===== src/rtl/plic_claim_agent.sv =====
// -----------------------------------------------------------------------------
// plic_claim_agent
//
// Purpose: hart-side claim/complete agent for one interrupt-controller target.
// On irq_i it reads (TL-UL Get) the target's claim/complete register. A non-zero
// ID is handed to a local handler over id_valid_o/id_ready_i. The agent then
// waits for done_i and writes the ID back (PutFullData) to complete the
// interrupt.
//
// Ports:
//   clk_i, rst_i      clock, synchronous active-high reset
//   irq_i             target interrupt request (level)
//   tl_o / tl_i       TL-UL host request + d_ready / device response + a_ready
//   id_valid_o, id_o  claimed source ID offered to the handler
//   id_ready_i        handler accepts the ID
//   done_i            handler finished (single-cycle pulse, used in SERVICE only)
//   busy_o            agent not idle
//   err_o             one-cycle pulse on D-channel error (or response timeout)
//   spurious_o        one-cycle pulse when the claim returns ID 0
//
// Optional feature: define PLIC_CLAIM_AGENT_TIMEOUT_EN to add a TimeoutW-bit
// D-channel watchdog in the response states.
// -----------------------------------------------------------------------------
package tlul_pkg;
  typedef enum logic [2:0] {
    PutFullData    = 3'h0,
    PutPartialData = 3'h1,
    Get            = 3'h4
  } tl_a_op_e;

  typedef enum logic [2:0] {
    AccessAck     = 3'h0,
    AccessAckData = 3'h1
  } tl_d_op_e;

  localparam logic [7:0] TL_A_USER_DEFAULT = 8'h00;

  typedef struct packed {
    logic        a_valid;
    tl_a_op_e    a_opcode;
    logic [2:0]  a_param;
    logic [1:0]  a_size;
    logic [7:0]  a_source;
    logic [31:0] a_address;
    logic [3:0]  a_mask;
    logic [31:0] a_data;
    logic [7:0]  a_user;
    logic        d_ready;
  } tl_h2d_t;

  typedef struct packed {
    logic        d_valid;
    tl_d_op_e    d_opcode;
    logic [2:0]  d_param;
    logic [1:0]  d_size;
    logic [7:0]  d_source;
    logic [0:0]  d_sink;
    logic [31:0] d_data;
    logic [7:0]  d_user;
    logic        d_error;
    logic        a_ready;
  } tl_d2h_t;
endpackage

module plic_claim_agent
  import tlul_pkg::*;
#(
  parameter logic [31:0] CcAddr   = 32'h0C20_0004,
  parameter int unsigned SrcW     = 6,
  parameter logic [7:0]  SourceId = 8'd0,
  parameter int unsigned TimeoutW = 8
) (
  input  logic            clk_i,
  input  logic            rst_i,
  input  logic            irq_i,
  output tl_h2d_t         tl_o,
  input  tl_d2h_t         tl_i,
  output logic            id_valid_o,
  output logic [SrcW-1:0] id_o,
  input  logic            id_ready_i,
  input  logic            done_i,
  output logic            busy_o,
  output logic            err_o,
  output logic            spurious_o
);

  localparam logic [2:0] ST_IDLE     = 3'd0;
  localparam logic [2:0] ST_CLM_REQ  = 3'd1;
  localparam logic [2:0] ST_CLM_RSP  = 3'd2;
  localparam logic [2:0] ST_DISPATCH = 3'd3;
  localparam logic [2:0] ST_SERVICE  = 3'd4;
  localparam logic [2:0] ST_CMP_REQ  = 3'd5;
  localparam logic [2:0] ST_CMP_RSP  = 3'd6;

  logic [2:0]      state_q, state_d;
  logic [SrcW-1:0] id_q, id_d;
  logic            busy_q;
  logic            err_pulse, spur_pulse;
  logic            tmo_hit;

`ifdef PLIC_CLAIM_AGENT_TIMEOUT_EN
  // Fires in the cycle whose increment would make the counter all-ones.
  localparam logic [TimeoutW-1:0] TmoLast = {{(TimeoutW-1){1'b1}}, 1'b0};
  logic [TimeoutW-1:0] tmo_q, tmo_d;
  logic                in_rsp;

  assign in_rsp  = (state_q == ST_CLM_RSP) || (state_q == ST_CMP_RSP);
  assign tmo_hit = in_rsp && !tl_i.d_valid && (tmo_q == TmoLast);
  // Counter only runs while remaining in a response state; any exit or
  // non-response state forces it back to zero so each entry starts fresh.
  assign tmo_d   = (in_rsp && (state_d == state_q)) ? tmo_q + 1'b1 : '0;

  always_ff @(posedge clk_i) begin
    if (rst_i) tmo_q <= '0;
    else       tmo_q <= tmo_d;
  end
`else
  logic [TimeoutW-1:0] unused_timeout_w;
  assign unused_timeout_w = '0;
  assign tmo_hit          = 1'b0;
`endif

  always_comb begin
    state_d    = state_q;
    id_d       = id_q;
    err_pulse  = 1'b0;
    spur_pulse = 1'b0;
    case (state_q)
      ST_IDLE:     if (irq_i) state_d = ST_CLM_REQ;
      ST_CLM_REQ:  if (tl_i.a_ready) state_d = ST_CLM_RSP;
      ST_CLM_RSP: begin
        if (tl_i.d_valid) begin
          if (tl_i.d_error) begin
            err_pulse = 1'b1;
            state_d   = ST_IDLE;
          end else if (tl_i.d_data[SrcW-1:0] == '0) begin
            spur_pulse = 1'b1;
            state_d    = ST_IDLE;
          end else begin
            id_d    = tl_i.d_data[SrcW-1:0];
            state_d = ST_DISPATCH;
          end
        end else if (tmo_hit) begin
          err_pulse = 1'b1;
          state_d   = ST_IDLE;
        end
      end
      // done_i is deliberately not looked at here: a done coinciding with the
      // ID handshake belongs to no service yet.
      ST_DISPATCH: if (id_ready_i) state_d = ST_SERVICE;
      ST_SERVICE:  if (done_i) state_d = ST_CMP_REQ;
      ST_CMP_REQ:  if (tl_i.a_ready) state_d = ST_CMP_RSP;
      ST_CMP_RSP: begin
        if (tl_i.d_valid) begin
          err_pulse = tl_i.d_error;
          state_d   = ST_IDLE;
        end else if (tmo_hit) begin
          err_pulse = 1'b1;
          state_d   = ST_IDLE;
        end
      end
      default:     state_d = ST_IDLE;
    endcase
  end

  always_ff @(posedge clk_i) begin
    if (rst_i) begin
      state_q <= ST_IDLE;
      id_q    <= '0;
      busy_q  <= 1'b0;
    end else begin
      state_q <= state_d;
      id_q    <= id_d;
      busy_q  <= (state_d != ST_IDLE);
    end
  end

  // A-channel fields are constant except opcode/data, so they stay stable
  // for as long as a request waits on a_ready.
  always_comb begin
    tl_o           = '0;
    tl_o.a_valid   = (state_q == ST_CLM_REQ) || (state_q == ST_CMP_REQ);
    tl_o.a_opcode  = (state_q == ST_CMP_REQ) ? PutFullData : Get;
    tl_o.a_param   = 3'd0;
    tl_o.a_size    = 2'd2;
    tl_o.a_source  = SourceId;
    tl_o.a_address = CcAddr;
    tl_o.a_mask    = 4'hF;
    tl_o.a_data    = (state_q == ST_CMP_REQ) ? {{(32-SrcW){1'b0}}, id_q} : 32'h0;
    tl_o.a_user    = TL_A_USER_DEFAULT;
    tl_o.d_ready   = (state_q == ST_CLM_RSP) || (state_q == ST_CMP_RSP);
  end

  assign id_valid_o = (state_q == ST_DISPATCH);
  assign id_o       = id_q;
  assign busy_o     = busy_q;
  assign err_o      = err_pulse;
  assign spurious_o = spur_pulse;

  logic unused_tl;
  assign unused_tl = ^{tl_i.d_opcode, tl_i.d_param, tl_i.d_size, tl_i.d_source,
                       tl_i.d_sink, tl_i.d_data[31:SrcW], tl_i.d_user};

endmodule


===== config.mk =====
export PLATFORM = sky130hd
export DESIGN_NAME = plic_claim_agent
export DESIGN_NICKNAME = d
export VERILOG_FILES = /design/src/rtl/plic_claim_agent.sv
export SDC_FILE = /design/constraint.sdc
export NUM_CORES = 1
export LEC_CHECK = 0
export ABC_AREA = 1
export BUFFER_PORTS_ARGS = -buffer_cell sky130_fd_sc_hd__buf_2
export CAP_MARGIN = 20
export CORE_MARGIN = 3
export CORE_UTILIZATION = 31
export CTS_BUF_LIST = sky130_fd_sc_hd__clkbuf_2 sky130_fd_sc_hd__clkbuf_4 sky130_fd_sc_hd__clkbuf_8
export DETAILED_ROUTE_END_ITERATION = 6
export PLACE_DENSITY_LB_ADDON = 0.08
export SLEW_MARGIN = 30
export SYNTH_ARGS = -nofsm -noshare
export SYNTH_HDL_FRONTEND = slang
export SYNTH_SLANG_ARGS = --single-unit

===== constraint.sdc =====
create_clock -name clk_i -period 1.45 [get_ports clk_i]
set_input_delay 0.0725 -clock clk_i [delete_from_list [all_inputs] [get_ports clk_i]]
set_output_delay 0.0725 -clock clk_i [all_outputs]
set_load 0.01 [all_outputs]

# ---- Word level (Yosys, flattened, before mapping)
# Cells that the tools add are included.
dict set report word_totals {
  mem_count 0
  mem_bits_ro 0
  ff_bits 10
  out_inout_bits 104
  latchBits 0
  input_bits 65
  ram_bits 0
}
dict set report op_classes {
  n_mul 0
  n_mux 20
  div_mod_pow 0
  n_addsub 0
  bitwise 2
  magnitude_cmp 0
  reduce_logical 6
  shifts 0
  n_eq_ne 6
}
# op count
set op_table {}
lappend op_table {{two-way mux 3 bit} 8}
lappend op_table {{case mux 3 bit (7 select lines)} 1}
lappend op_table {{equality test 3 bit, second input constant} 3}
lappend op_table {{two-way mux 1 bit} 7}
lappend op_table {{equality test 3 x 2 -> 1 bit, second input constant} 2}
lappend op_table {{zero test 6 bit} 1}
lappend op_table {{two-way mux 6 bit} 1}
lappend op_table {{two-way mux 2 bit} 2}
lappend op_table {{AND reduction 4 bit} 1}
lappend op_table {{equality test 3 x 1 -> 1 bit, second input constant} 1}
lappend op_table {{zero test 3 bit} 1}
lappend op_table {{nonzero test 3 bit} 1}
lappend op_table {{logical OR 1 bit} 2}
lappend op_table {{NOT 1 bit} 2}
lappend op_table {{case mux 1 bit (2 select lines)} 1}

# ---- Depth between registers and ports, before layout
dict set report logic_depth {
  ltp_word 6
  ltp_mapped 8
  depth_no_buf 8
}

# ---- Worst setup path before layout
# No wires, ideal clock.
dict set report synth_timing {
  path_kind {register -> output}
  from {reg state_q[0]}
  to {out tl_o[10] (netlist name)}
  required_time_ns 1.378
  t_arrival_ns 1.047
  setup_slack_ns 0.330
  stages_incl_launch_ff 5
  cell_sequence {dfxtp_1 > inv_1 > nor2_1 > nand2_1 > nor2_1}
}
# item line_no
set synth_lines {}
lappend synth_lines {{start: declaration} 95} ;# logic [2:0] state_q, state_d;
lappend synth_lines {{start signal: assignment} 172} ;# state_q <= state_d;
lappend synth_lines {{end: declaration} 76} ;# output tl_h2d_t tl_o,

==> results.toml <==
[cts]
h-tree-depth = 1
tritoncts = "yes"
clkTransAtPathRegs_ns = 0.05
clk_path_buf_depth = 2
cts_setup_buffers = 0
cts_hold_buf = 0
cts-buffers-inserted = 3
cts_num_sinks = 10
clk_latency_ns = 0.23
cts-root-buf = "clkbuf_8"

[yosys]
synth_top_family_by_area = "buffers and inverters"
synth_warnings = 0
ys_types = 18
synth_top_area_share = 0.547
yosysMostFrequentCell = "buf_4"
yosys.area_share.simple = 0.150
syn_area_sq_um = 1170
synthArstFlopShare = 0
synth-adder-area-share = 0
synth_mux_area_frac = 0
postSynthAreaPerCell_sq_um = 6.95
synth_compound_area_frac = 0.0579
ys_ff_latch = 10
ys_top_cells_by_area = "buf_4 55%, dfxtp_1 17%, inv_1 5.5%"
synth_cells = 168
synth_edf_count = 0
synth_commonest_cells = "85 x buf_4, 17 x inv_1, 16 x nand2_1"
ys_seq_area_frac = 0.171
synth_top_area_cell = "buf_4"
ys.flop_type = "dfxtp_1"
synth-xor-area-share = 0

[worst_setup_path]
cp_slowest_stage_delay_ns = 0.37
start_kind = "flop"
path_class = "reg -> out"
crit_arrival_ns = 1.22
r2r_start = "state_q[1]"
path_max_fanout = 7
worstReg2RegEnd = "id_o[2]"
r2r_cells = 5
cpMaxStageDelayCell = "dfxtp_1"
critPathCaptureType = "output pin"
worstPathRequired_ns = 1.38
reg2reg_slack_ns = 0.21
crit_chain = "inv_1, nor2_2, nand2_2, nor2_1, buf_2"

[timing]
rsz0062_at_grt = "no"
fin_worst_skew_ns = 0.00277
drv_slew = 0
setup_viol = 0
hold_viol = 0
min_period_over_period = 0.892
fmax_mhz = 773
period_needed_ns = 1.29
layout_setup_ws_ns = 0.157
fin_tns_setup_ns = 0

[floorplan]
start_util = 0.337
coreArea_sq_um = 3470
dieArea_sq_um = 4540
die_h_um = 67.4
rows = 21
ioPinCount = 169
die_w_um = 67.4

[final_layout]
fillers = 405
fin_util = 0.317
n_antenna_cell = 0
areaGrowthSynthToFinish_pct = -5.68
layout.nets = 268
layout-drive-gt1-share = 0.229

[pwr]
ir_worst_vdd_mv = 0.276
leakage_nw = 0.697
pwr_density_cell_nw_per_um2 = 747

[min_path]
whs_path_depth = 3
worstHoldStart = "tl_i[15]"
holdPathEnd = "id_o[5]"
hp-class = "in -> reg"

[detailed_routing]
drc = 0
drt-pass1-iter-count = 4
wire_per_inst_um = 7.64
drt_iter0_drc = 20
vias = 807
wirelength_mm = 1.89
vias_per_cell = 3.27
antenna_left = 0

[status]
status = "completed"

[placement]
gp_congestion = 0.649
portBuffers = 32
post-place-ws_ns = 0.220
place_hpwl_mm = 1.66

[grt]
antenna_found_initial = 0
grt_pass1_vias = 591
track_usage = 0.0751
grt_max_degree = 15
grt.overflow.total = 0
grt_pass1_wl_mm = 2.57

[flow_run]
maxCapViolCount = 0
## stage by stage
| stage | power (mW) | instances | instance area, sq um | hold slack, ns |
|---|---|---|---|---|
| after global routing | 0.899 | 247 | 1100 | 0.143 |
| after floorplan | 0.662 | 251 | 1480 | 0.230 |
| after CTS | 0.829 | 247 | 1100 | 0.124 |
| after global placement | 0.550 | 244 | 1050 | 0.354 |
| after detailed placement | 0.550 | 244 | 1050 | 0.363 |
| final | 0.822 | 247 | 1100 | 0.124 |
## registers in the layout, indices dropped and copies added, names as in the netlist
name	count
id_o	6
state_q	3
busy_o	1
## worst max-delay path by stage
stage	from	endpoint	slack, ns
floorplan	state_q[0]	tl_o[10]	0.33
global placement	state_q[1]	id_o[2]	0.23
detailed placement	state_q[1]	id_o[3]	0.22
CTS	state_q[0]	tl_o[12]	0.004
global route	state_q[0]	tl_o[12]	0.005
finish	state_q[0]	tl_o[12]	0.16
## logic make-up after synthesis
logic type             after synthesis
flip-flops                          10
AND/OR/NAND/NOR                     40
AO/OA/AOI/OAI                       12
buffers and inverters              104
other                                2
## power breakdown
group / total (mW) / switching, mW / internal (mW) / leakage (nW)
clock network: 0.272 / 0.0913 / 0.180 / 0.0216
logic: 0.239 / 0.182 / 0.0567 / 0.594
registers: 0.312 / 0.0147 / 0.297 / 0.0815
total: 0.822 / 0.288 / 0.534 / 0.697
## layout by cell type (no fill, tap or decap), drive strengths merged
| cell type | count |
|---|---|
| dfxtp | 10 |
| a21oi | 6 |
| nand2 | 18 |
| nor3 | 1 |
| nor2 | 14 |
| buf | 33 |
| clkbuf | 3 |
| o21ai | 6 |
| nand3 | 7 |
| inv | 18 |
| conb | 85 |
## layer usage
metal	vias to the layer above	track usage	wire length, um
met5	-	0	0
met4	0	0.0380	25
met3	2	0.0166	304
li1	400	-	-
met2	72	0.134	920
met1	333	0.0830	636
## critical path, delay by kind of cell, from the launching register on
kind	cells	cell delay, ns
buffers and inverters	2	0.24
and+or+nand+nor	3	0.38
DFF	1	0.37
## what timing repair did
| action | CTS | global route |
|---|---|---|
| hold endpoints to repair | 0 | 0 |
| endpoints found under the setup margin | 0 | 6 |
| gates resized for setup | 0 | 2 |
## area by class of cell
cell class / count / area [sq um] / share of cell area
clock buffer: 3 / 41.3 / 0.0375
inverter: 18 / 67.6 / 0.0614
multi-input combinational: 137 / 567 / 0.515
sequential: 10 / 200 / 0.182
tap: 46 / 57.6 / 0.0523
timing repair buffer: 33 / 168 / 0.152
No activity file was read; power rests on OpenSTA's default activity.
